==> src/rtl/arb_pkg.sv <==
// Shared types and vector helpers for the arbiter client port.
// Helpers take a fixed-width vector; callers size-cast to and from their own width.
package arb_pkg;

  localparam int MAX_LEN = 32;

  typedef enum logic {
    IDLE,
    OWN
  } state_e;

  typedef enum logic [1:0] {
    OH_ZERO,
    OH_ONE,
    OH_MULTI
  } oh_kind_e;

  function automatic oh_kind_e onehot_chk(input logic [MAX_LEN-1:0] vec);
    if (vec == '0) return OH_ZERO;
    if ((vec & (vec - MAX_LEN'(1))) == '0) return OH_ONE;
    return OH_MULTI;
  endfunction

  // Index of the lowest set bit; 0 for an all-zero vector.
  function automatic int oh2idx(input logic [MAX_LEN-1:0] vec);
    int idx;
    idx = 0;
    for (int i = MAX_LEN - 1; i >= 0; i--) begin
      if (vec[i]) idx = i;
    end
    return idx;
  endfunction

  // Rotate left by one within the low len bits; bit len-1 wraps to bit 0.
  function automatic logic [MAX_LEN-1:0] rotl1(input logic [MAX_LEN-1:0] vec, input int len);
    logic [MAX_LEN-1:0] r;
    r = '0;
    for (int i = 0; i < MAX_LEN; i++) begin
      if (i < len) r[(i + 1) % len] = vec[i];
    end
    return r;
  endfunction

endpackage

==> src/rtl/arb_owner_mux.sv <==
// Combinational steering of the owning source onto the shared output stream,
// with ready routed back only to the owner.
module arb_owner_mux #(
  parameter int LENGTH = 4,
  parameter int DATA_W = 32
) (
  input  logic                      en,
  input  logic [$clog2(LENGTH)-1:0] owner,
  input  logic [LENGTH-1:0]         src_valid,
  input  logic [LENGTH-1:0]         src_last,
  input  logic [LENGTH*DATA_W-1:0]  src_data,
  input  logic                      out_ready,
  output logic                      out_valid,
  output logic                      out_last,
  output logic [DATA_W-1:0]         out_data,
  output logic [LENGTH-1:0]         src_ready
);

  always_comb begin
    // NOTE: every output gets a default before the branch, so no path infers a latch.
    out_valid = 1'b0;
    out_last  = 1'b0;
    out_data  = '0;
    src_ready = '0;
    if (en) begin
      out_valid        = src_valid[owner];
      out_last         = src_last[owner];
      out_data         = src_data[int'(owner)*DATA_W +: DATA_W];
      src_ready[owner] = out_ready;
    end
  end

endmodule

==> src/rtl/arb_client_port.sv <==
// Client side of an external arbiter: raises requests, locks onto the granted
// source for a whole packet, and hands back a rotated round-robin priority.
module arb_client_port
  import arb_pkg::*;
#(
  parameter int LENGTH  = 4,
  parameter int DATA_W  = 32,
  parameter int TIMEOUT = 255
) (
  input  logic                      clk,
  input  logic                      rst,
  input  logic [LENGTH-1:0]         src_valid,
  input  logic [LENGTH-1:0]         src_last,
  input  logic [LENGTH*DATA_W-1:0]  src_data,
  output logic [LENGTH-1:0]         src_ready,
  output logic [LENGTH-1:0]         req,
  input  logic [LENGTH-1:0]         gnt,
  output logic [LENGTH-1:0]         prio,
  output logic                      out_valid,
  output logic                      out_last,
  output logic [DATA_W-1:0]         out_data,
  input  logic                      out_ready,
  output logic [$clog2(LENGTH)-1:0] out_src,
  output logic                      gnt_err,
  output logic                      tmo_err
);

  localparam int IW = $clog2(LENGTH);
  localparam int CW = (TIMEOUT > 0) ? $clog2(TIMEOUT + 1) : 1;

  state_e            state;
  logic [IW-1:0]     owner;
  logic [LENGTH-1:0] prio_q;
  logic [CW-1:0]     stall_cnt;

  oh_kind_e          gnt_kind;
  logic              gnt_legal;
  logic              tmo_hit;
  logic              mux_en;
  logic              beat;
  logic [LENGTH-1:0] owner_oh;
  logic [LENGTH-1:0] next_prio;

  assign gnt_kind  = onehot_chk(MAX_LEN'(gnt));
  assign gnt_legal = (gnt_kind == OH_ONE) && (|(gnt & src_valid));
  assign tmo_hit   = (TIMEOUT != 0) && (state == OWN) && (stall_cnt == CW'(TIMEOUT));
  // The timeout cycle is masked so an abandoned packet cannot sneak out a beat.
  assign mux_en    = (state == OWN) && !tmo_hit;
  assign beat      = out_valid & out_ready;
  assign owner_oh  = LENGTH'(1) << owner;
  assign next_prio = LENGTH'(rotl1(MAX_LEN'(owner_oh), LENGTH));

  assign req     = (state == IDLE && !rst) ? src_valid : '0;
  assign prio    = rst ? '0 : prio_q;
  assign out_src = owner;

  arb_owner_mux #(
    .LENGTH (LENGTH),
    .DATA_W (DATA_W)
  ) u_mux (
    .en        (mux_en),
    .owner     (owner),
    .src_valid (src_valid),
    .src_last  (src_last),
    .src_data  (src_data),
    .out_ready (out_ready),
    .out_valid (out_valid),
    .out_last  (out_last),
    .out_data  (out_data),
    .src_ready (src_ready)
  );

  // NOTE: non-blocking assignments so every register samples pre-edge values.
  always_ff @(posedge clk or posedge rst) begin
    if (rst) begin
      state     <= IDLE;
      owner     <= '0;
      prio_q    <= LENGTH'(1);
      stall_cnt <= '0;
      gnt_err   <= 1'b0;
      tmo_err   <= 1'b0;
    end else begin
      gnt_err <= 1'b0;
      tmo_err <= 1'b0;
      case (state)
        IDLE: begin
          stall_cnt <= '0;
          if (gnt_legal) begin
            owner <= IW'(oh2idx(MAX_LEN'(gnt)));
            state <= OWN;
          end else if (gnt_kind != OH_ZERO) begin
            gnt_err <= 1'b1;
          end
        end
        OWN: begin
          if (tmo_hit) begin
            tmo_err   <= 1'b1;
            state     <= IDLE;
            prio_q    <= next_prio;
            stall_cnt <= '0;
          end else if (beat) begin
            stall_cnt <= '0;
            if (out_last) begin
              state  <= IDLE;
              prio_q <= next_prio;
            end
          end else if (TIMEOUT != 0) begin
            stall_cnt <= stall_cnt + CW'(1);
          end
        end
        default: state <= IDLE;
      endcase
    end
  end

endmodule

==> config.mk <==
export PLATFORM = sky130hd
export DESIGN_NAME = arb_client_port
export DESIGN_NICKNAME = d
export VERILOG_FILES = /design/src/rtl/arb_pkg.sv /design/src/rtl/arb_owner_mux.sv /design/src/rtl/arb_client_port.sv
export SDC_FILE = /design/constraint.sdc
export NUM_CORES = 1
export LEC_CHECK = 0
export BUFFER_PORTS_ARGS = -buffer_cell sky130_fd_sc_hd__buf_4
export CORE_ASPECT_RATIO = 1.75
export CORE_MARGIN = 5
export CORE_UTILIZATION = 38
export CTS_CLUSTER_DIAMETER = 40
export DETAILED_ROUTE_END_ITERATION = 12
export PLACE_DENSITY = 0.86
export REMOVE_ABC_BUFFERS = 1
export SLEW_MARGIN = 20
export SYNTH_ARGS = -nofsm -noshare
export SYNTH_HDL_FRONTEND = slang
export SYNTH_SLANG_ARGS = --single-unit
==> constraint.sdc <==
create_clock -name clk -period 2.4 [get_ports clk]
set_clock_uncertainty 0.1 [all_clocks]
set_input_delay 0.48 -clock clk [delete_from_list [all_inputs] [get_ports clk]]
set_output_delay 0.48 -clock clk [all_outputs]
set_load 0.005 [all_outputs]
# After elaboration in Yosys (flattened, before gate mapping)
# Index checks and enable logic that the tools add are counted.
[word_totals]
regBits = 17
mem_bits_ro = 0
mem_bits_rw = 0
latchBits = 0
memories = 0
wordCells = 73
input_bits = 143
out_inout_bits = 50
[op_classes]
muxes = 39
n_reduce_logical = 15
bitwise_logic = 5
order_cmp = 2
div_mod_pow = 0
n_mul = 0
shift = 2
eq_ne = 2
add_sub_neg = 2
[ops]
columns = ["operator", "n"]
rows = [
  ["128-bit by 8-bit variable part select with 32-bit output", 1],
  ["4-bit by 32-bit bitwise AND with 32-bit output", 1],
  ["32-bit zero test", 1],
  ["32-bit two-way mux", 1],
  ["4-bit two-way mux", 6],
  ["1-bit two-way mux", 17],
  ["2-bit two-way mux", 8],
  ["8-bit two-way mux", 2],
  ["8-bit case mux with 2 select lines", 1],
  ["8-bit by 1-bit adder with 8-bit output (second input constant)", 1],
  ["4-bit bitwise AND", 2],
  ["8-bit equality test (second input constant)", 1],
  ["2-bit nonzero test", 3],
  ["1-bit logical AND", 5],
  ["4-bit by 1-bit subtractor with 5-bit output (second input constant)", 1],
  ["1-bit binary-select mux with 2-bit select", 2],
  ["4-bit zero test", 1],
  ["4-bit OR reduction", 1],
  ["1-bit by 2-bit left shift with 4-bit output (first input constant)", 1],
  ["2-bit by 3-bit < comparator with 1-bit output (second input constant)", 1],
  ["3-bit AND reduction", 1],
  ["1-bit demux with 2-bit select", 1],
  ["2-bit by 1-bit equality test with 1-bit output (second input constant)", 1],
  ["2-bit by 1-bit greater-or-equal comparator with 1-bit output (second input constant)", 1],
  ["other kinds (5)", 6],
]

# Depth between registers and ports, before layout
# Gate-level depths: netlist of the first run.
[logic_depth]
word_depth = 11
mapped_depth = 7
depth_no_buf = 5

# Hierarchy
# From an unflattened synthesis of the first run, not the netlist that was laid out.
[unflattened]
cells_unflattened = 220
hier_area_um2 = 2212.1
[modules_own_cells]
columns = ["module", "area_per_inst_um2", "seq_area_each_um2", "cells_per_inst", "n_inst"]
rows = [
  ["arb_owner_mux", 1307.5, 0.0, 126, 1],
  ["arb_client_port", 904.6, 426.7, 94, 1],
]

# Least setup slack after synthesis of the first run
# No wires, ideal clock.
[synth_timing]
path_type = "register -> output"
from = "reg stall_cnt[0]"
to = "out src_ready[2]"
path_slack_ps = 211
t_arrival_ps = 1609
path_stages_with_launch = 7
path_cell_list = "dfrtp_1 > ha_1 > and3_1 > and4_1 > clkbuf_1 > nand3b_1 > nor3b_1"
[synth_via]
elab_chain_len = 5
[synth_rtl]
columns = ["item", "line", "rtl"]
rows = [
  ["start, declared", "arb_client_port.sv:34", "logic [CW-1:0] stall_cnt;"],
  ["start signal, assigned", "arb_client_port.sv:108", "stall_cnt <= stall_cnt + CW'(1);"],
  ["8-bit equality test", "arb_client_port.sv:46", "assign tmo_hit = (TIMEOUT != 0) && (state == OWN) && (stall_cnt == CW'(TIMEOUT));"],
  ["1-bit logical AND", "arb_client_port.sv:46", ""],
  ["1-bit zero test", "arb_client_port.sv:48", "assign mux_en = (state == OWN) && !tmo_hit;"],
  ["1-bit logical AND", "arb_client_port.sv:48", ""],
  ["4-bit two-way mux", "arb_owner_mux.sv:25", "if (en) begin"],
  ["end, declared", "arb_client_port.sv:15", "output logic [LENGTH-1:0] src_ready,"],
]
# No other way between the ends.

# Final worst setup path of the first run
# Ends and elaborated chain as after synthesis.

==> results.yml, run 1 <==
outcome:
  status: "finished, final reports clean"
placed_design:
  gp_congestion: 0.8260
  dpl.hpwl_mm: 7.513
  numPortBuffers: 192
worst_setup_path:
  cpLargestDelayFamily: "simple AND/OR/NAND/NOR gates"
  path_cells: "ha_4 -> and3_4 -> and4_1 -> nand3b_1 -> nor3b_2 -> buf_4"
  r2r_start: "stall_cnt[0]$_DFF_PP0_"
  setup.worst_path.class: "reg2out"
  cp.required_ps: 1820
  ff2ff_setup_slack_ps: 460
  critPathLaunchType: "register"
  cp.arrival_ps: 1800
  slowest_stage: "dfrtp_1"
  cpPeakStageDelay_ps: 410
  path_buf_inv: 1
  setup.worst_path.start: "stall_cnt[0]$_DFF_PP0_"
  cp-end-kind: "primary output"
  path_max_fanout: 4
power_and_ir_drop:
  p_clk_frac: 0.062
  power_frac_seq: 0.122
  pwr-share-comb: 0.816
  peakVddDrop_mv: 0.7216
  leakage_nw: 1.840
  switching_share: 0.3774
  internal_power_mw: 2.114
  power.density_nw_per_um2: 883.8
  switchingPower_mw: 1.281
yosys:
  synth.area.mux_share: 0.3807
  synthSimpleGateAreaFrac: 0.2375
  ys_seq_elements: 17
  synth.area.top_cells: "mux4_2 35%, dfrtp_1 19%, nor2b_1 11%"
  synth_compound_gate_area_share: 0.08413
  synth_edf_count: 0
  synthAdderAreaFrac: 0.005967
  synth_cell_types: 39
  async_flop_share: 1.000
  yosys.area.top_type: "mux4_2"
  syn_inst: 204
  syn_area_um2: 2097
  avgSynthCellArea_um2: 10.28
  synth_top_family_by_area: "multiplexers"
  yosysWarnings: 0
  yosys.area.top_type_share: 0.3544
  seq_area_frac_synth: 0.2035
  synth-main-ff-cell: "dfrtp_1"
  synth_xor_area_frac: 0.02924
routing:
  final_antenna_net_count: 0
  drc_errors: 0
  firstDrtPassIters: 4
  vias: 2542
  wl_per_cell_um: 20.03
  via_per_inst: 5.397
  drtIter0Drc: 171
  drt-total-wl_mm: 9.432
grt:
  grt_pass1_wl_mm: 13.33
  first_global_vias: 2627
  grt.total_usage: 0.2443
  grt_max_degree: 37
  overflow: 0
  antenna_found_initial: 0
die:
  design.core.area_um2: 5299
  rows: 35
  die_h_um: 108.3
  fp.dieArea_um2: 7163
  die_width_um: 66.16
  initial_core_util: 0.3957
  ioPinCount: 193
clock_tree:
  htreeDepth: 1
  cts_tree: "built"
  clkSinkCount: 17
  clockBufferDepth: 2
  cts_hold_buf: 0
  path_clk_slew_ps: 60
  clock_latency_ps: 250
  root_buffer: "clkbuf_8"
  cts_buffers: 3
job:
  max-cap-violations: 0
timing:
  timing.slew.headroom: 0.5738
  rsz0062_at_grt: "yes"
  hold_viol: 0
  layout_min_cycle_time_ps: 2379
  setup_viol: 0
  fmax_mhz: 420.4
  holdWs_ps: 255.3
  setup_tns_ps: 0
  worstMarginPinSlew_ps: 638.6
  drv_slew: 0
  finalCritPeriodShare: 0.9912
cells_and_area:
  areaGrowthSynthToFinish_pct: 83.17
  nets: 542
  drive_gt1_frac: 0.6549
  layout_common_cells: "202 x buf_4, 36 x nor2b_1, 33 x mux4_2"
  n_antenna_cell: 0
  final_common_cell: "buf_4"
  fillers: 402
worst_hold_path:
  min_path_type: "in2async"
## per-layer routing
| metal | vias to the layer above | wire, um | global-route usage |
|---|---|---|---|
| met1 | 1215 | 2906 | 0.2312 |
| met3 | 39 | 827 | 0.05717 |
| li1 | 1148 | - | - |
| met4 | 0 | 480 | 0.1090 |
| met2 | 140 | 5218 | 0.4748 |
| met5 | - | 0 | 0 |
## cell families after synthesis
| logic type | Yosys count |
|---|---|
| DFF | 17 |
| muxes | 38 |
| adders and majority gates | 1 |
| AOI/OAI and AO/OA | 21 |
| xor gates and xnor gates | 7 |
| and+or+nand+nor | 92 |
| buffers and inverters | 28 |
## area by class of cell
class	instances	area [um^2]	share of cell area
Timing Repair Buffer	208	1652	0.4300
Multi-Input combinational cell	159	1590	0.4140
Sequential cell	17	427.9	0.1114
Tap cell	74	92.59	0.02410
Clock buffer	4	45.04	0.01173
Inverter	9	33.78	0.008795
## repair_timing
action                                  CTS  global route
pin swaps                                 1             2
buffers inserted                          2             3
gates cloned                              0             3
resized for setup                         6             3
endpoints found under the setup margin   10             7
## flip-flops by register name, summed over array words and instances, names as in the netlist
signal     flops
state          1
tmo_err        1
out_src        2
prio_q         4
gnt_err        1
stall_cnt      8
## cells in the mapped netlist, types with 2 or more instances
library cell and instances:
a211o_1 4, a21oi_1 3, a22oi_1 3, a31oi_1 3, and2_1 6, buf_2 9, clkbuf_1 8, dfrtp_1 16
inv_1 9, mux2_1 2, mux2_2 2, mux4_2 33, nand2_1 5, nand3_1 8, nand4_1 3, nor2_1 24
nor2b_1 36, nor3_1 4, xnor2_1 4, xor2_1 3
## final timing paths
path,endpoint,cells after the start
hold / removal,prio_q[1]$_DFFE_PP0P_,2
setup reg to reg,stall_cnt[3]$_DFF_PP0_,6
hold reg to reg,stall_cnt[7]$_DFF_PP0_,2
max in group asynchronous,out_src[0]$_DFFE_PP0P_,2
min in group clk,state$_DFF_PP0_,3
setup / recovery,src_ready[2],6
## power groups by stage
stage / sequential [mW] / combinational [mW] / clock (mW)
CTS: 0.407 / 2.60 / 0.214
detailed placement: 0.417 / 2.56 / 0
global route: 0.420 / 2.99 / 0.226
global placement: 0.410 / 2.50 / 0
finish: 0.414 / 2.77 / 0.212
floorplan: 0.628 / 1.18 / 0
## per-stage QoR
stage | cell area, um^2 | total power [mW] | utilization | worst slack, ps | std cells
floorplan | 2007 | 1.810 | - | -653.0 | 185
global placement | 3640 | 2.908 | 0.6869 | 205.8 | 459
detailed placement | 3640 | 2.977 | 0.6869 | 157.1 | 459
CTS | 3722 | 3.225 | 0.7025 | 30.02 | 465
global route | 3841 | 3.638 | 0.7249 | -61.85 | 471
finish | 3841 | 3.395 | 0.7249 | 21.07 | 471
Note: power is estimated with default switching activity, not from simulation.
==> run 2: changes to the inputs <==
--- a/config.mk
+++ b/config.mk
@@ -8,10 +8,12 @@
 export BUFFER_PORTS_ARGS = -buffer_cell sky130_fd_sc_hd__buf_4
 export CORE_ASPECT_RATIO = 1.75
 export CORE_MARGIN = 5
-export CORE_UTILIZATION = 38
+export CORE_UTILIZATION = 39
+export CTS_BUF_LIST = sky130_fd_sc_hd__clkbuf_4
 export CTS_CLUSTER_DIAMETER = 40
 export DETAILED_ROUTE_END_ITERATION = 12
-export PLACE_DENSITY = 0.86
+export GPL_TIMING_DRIVEN = 0
+export PLACE_DENSITY = 0.88
 export REMOVE_ABC_BUFFERS = 1
 export SLEW_MARGIN = 20
 export SYNTH_ARGS = -nofsm -noshare
==> run 2 against run 1 <==
Compared with the run above:
- the flow now finishes with violations (negative setup slack)
- hold slack worse by 59 ps
- final cell count down 4.9%
- clock-buffer cell count down 1
- die area down 2.3%
- via count barely moved
- sequential share of layout area is 0.57 points higher
- first-iteration DRC count decreased by 30%
- sequential cell count is the same
- sequential power rose by 13%
- worst setup slack worse by 32 ps
- maximum frequency down 1.3%
- largest cell class is now multi-input combinational cells
==> results.yml, run 2 (synthesis results as in run 1) <==
clock_tree:
  cts_hold_buf: 0
  clock_latency_ps: 300
  cts_tree: "built"
  clkSinkCount: 17
  cts_buffers: 3
  htreeDepth: 1
  root_buffer: "clkbuf_4"
  clockBufferDepth: 2
  path_clk_slew_ps: 110
grt:
  grt_util_met2: 0.4735
  grt_use_met3: 0.05660
  antenna_found_initial: 0
  grt_pass1_wl_mm: 13.50
  first_global_vias: 2689
  grt_max_degree: 37
  use_met1: 0.2426
  grt.total_usage: 0.2531
  overflow: 0
  busiest_layer: "met2"
power_and_ir_drop:
  internal_power_mw: 1.949
  pwr-share-comb: 0.805
  switching_share: 0.3909
  peakVddDrop_mv: 0.8727
  switchingPower_mw: 1.251
  leakage_nw: 1.790
  finalPower_mw: 3.200
  power_frac_seq: 0.147
  p_clk_frac: 0.048
  power.density_nw_per_um2: 860.8
timing:
  setup_viol: 2
  worstMarginPinSlew_ps: 630.4
  hold_viol: 0
  finalCritPeriodShare: 1.004
  fmax_mhz: 414.8
  rsz0062_at_grt: "yes"
  setup_ws_ps: -10.62
  timing.slew.headroom: 0.5792
  drv_slew: 0
  layout_min_cycle_time_ps: 2411
routing:
  vias: 2544
  wl_per_cell_um: 20.24
  final_antenna_net_count: 0
  firstDrtPassIters: 4
  via_per_inst: 5.679
  drc_errors: 0
  drtIter0Drc: 119
  drt-total-wl_mm: 9.067
worst_setup_path:
  path_max_fanout: 4
  cpPeakStageDelay_ps: 410
  setup.worst_path.class: "reg2out"
  setup.worst_path.start: "stall_cnt[0]$_DFF_PP0_"
  cpLargestDelayFamily: "simple AND/OR/NAND/NOR gates"
  path_cells: "ha_2 -> and3_4 -> and4_4 -> nand3b_1 -> nor3b_2 -> buf_4"
  r2r_start: "out_src[1]$_DFFE_PP0P_"
  cp-end-kind: "primary output"
  critPathLaunchType: "register"
  slowest_stage: "dfrtp_1"
  path_buf_inv: 1
  cp.arrival_ps: 1830
  cp.required_ps: 1820
die:
  die_h_um: 107.0
  rows: 35
  design.core.area_um2: 5255
  die_width_um: 65.43
  initial_core_util: 0.3990
  ioPinCount: 193
  fp.dieArea_um2: 7001
placed_design:
  place_inst: 433
  post-place-ws_ps: -138.6
  dpl.hpwl_mm: 7.179
  numPortBuffers: 192
  gp_congestion: 0.7927
cells_and_area:
  regMostFlops: "stall_cnt"
  final_common_cell: "buf_4"
  n_antenna_cell: 0
  largest_reg_flops: 8
  layout_common_cells: "201 x buf_4, 36 x nor2b_1, 33 x mux4_2"
  instances_no_fill: 448
  nets: 538
  areaGrowthSynthToFinish_pct: 77.27
  drive_gt1_frac: 0.6616
worst_hold_path:
  min_path_type: "in2async"
outcome:
  violations: "negative setup slack"
  status: "finished, violations left"
job:
  max-cap-violations: 0
run 2: per-stage QoR:
step / area, um^2 / hold WS, ps / TNS (ps) / util
final: 3717 / 196.2 / -18.15 / 0.7074
after floorplan: 2007 / 305.3 / -23850 / -
after global placement: 3517 / 372.0 / -51850 / 0.6693
after global routing: 3717 / 241.8 / -3865 / 0.7074
after detailed placement: 3543 / 384.6 / -382.5 / 0.6743
after CTS: 3705 / 228.9 / -15.67 / 0.7050
run 2: power by group through the flow:
stage | combinational [mW] | clock [mW] | sequential (mW)
floorplan | 1.18 | 0 | 0.628
global placement | 2.10 | 0 | 0.707
detailed placement | 2.20 | 0 | 0.657
CTS | 2.59 | 0.153 | 0.466
global route | 2.79 | 0.173 | 0.484
finish | 2.58 | 0.154 | 0.469
run 2: path summary, 6_finish.rpt:
check | cells after the start | end | slack [ps]
max reg2reg | 5 | stall_cnt[6]$_DFF_PP0_ | 390
min reg2reg | 2 | stall_cnt[7]$_DFF_PP0_ | 460
max in group asynchronous | 2 | out_src[1]$_DFFE_PP0P_ | 1540
min | 2 | stall_cnt[7]$_DFF_PP0_ | 200
min in group clk | 3 | state$_DFF_PP0_ | 380
max | 6 | src_ready[2] | -10
run 2: area by class of cell:
cell class | instances | area (um^2)
clock inverters | 1 | 5.005
flip-flops and latches | 17 | 435.4
well taps | 55 | 68.82
repair buffers | 204 | 1569
fillers | 399 | 1538
multi-input cells | 159 | 1583
clock buffers | 3 | 22.52
inverters | 9 | 33.78
run 2: worst reg2reg max path: stages, from the launching register on:
cell,delay [ps]
dfrtp_4,450
buf_4,230
mux2_2,390
o2bb2ai_2,220
or2_1,380
nor2_1,150
run 2: what timing repair did:
item	CTS	global route
endpoints found under the hold margin	0	0
buffers inserted	10	1
gates resized for setup	11	1
endpoints found under the setup margin	38	38
pin swaps	4	4
run 2: layer usage:
layer	up-vias	wire length, um
met5	-	0
met4	0	512
met3	42	713
met2	138	5021
met1	1228	2821
li1	1136	-
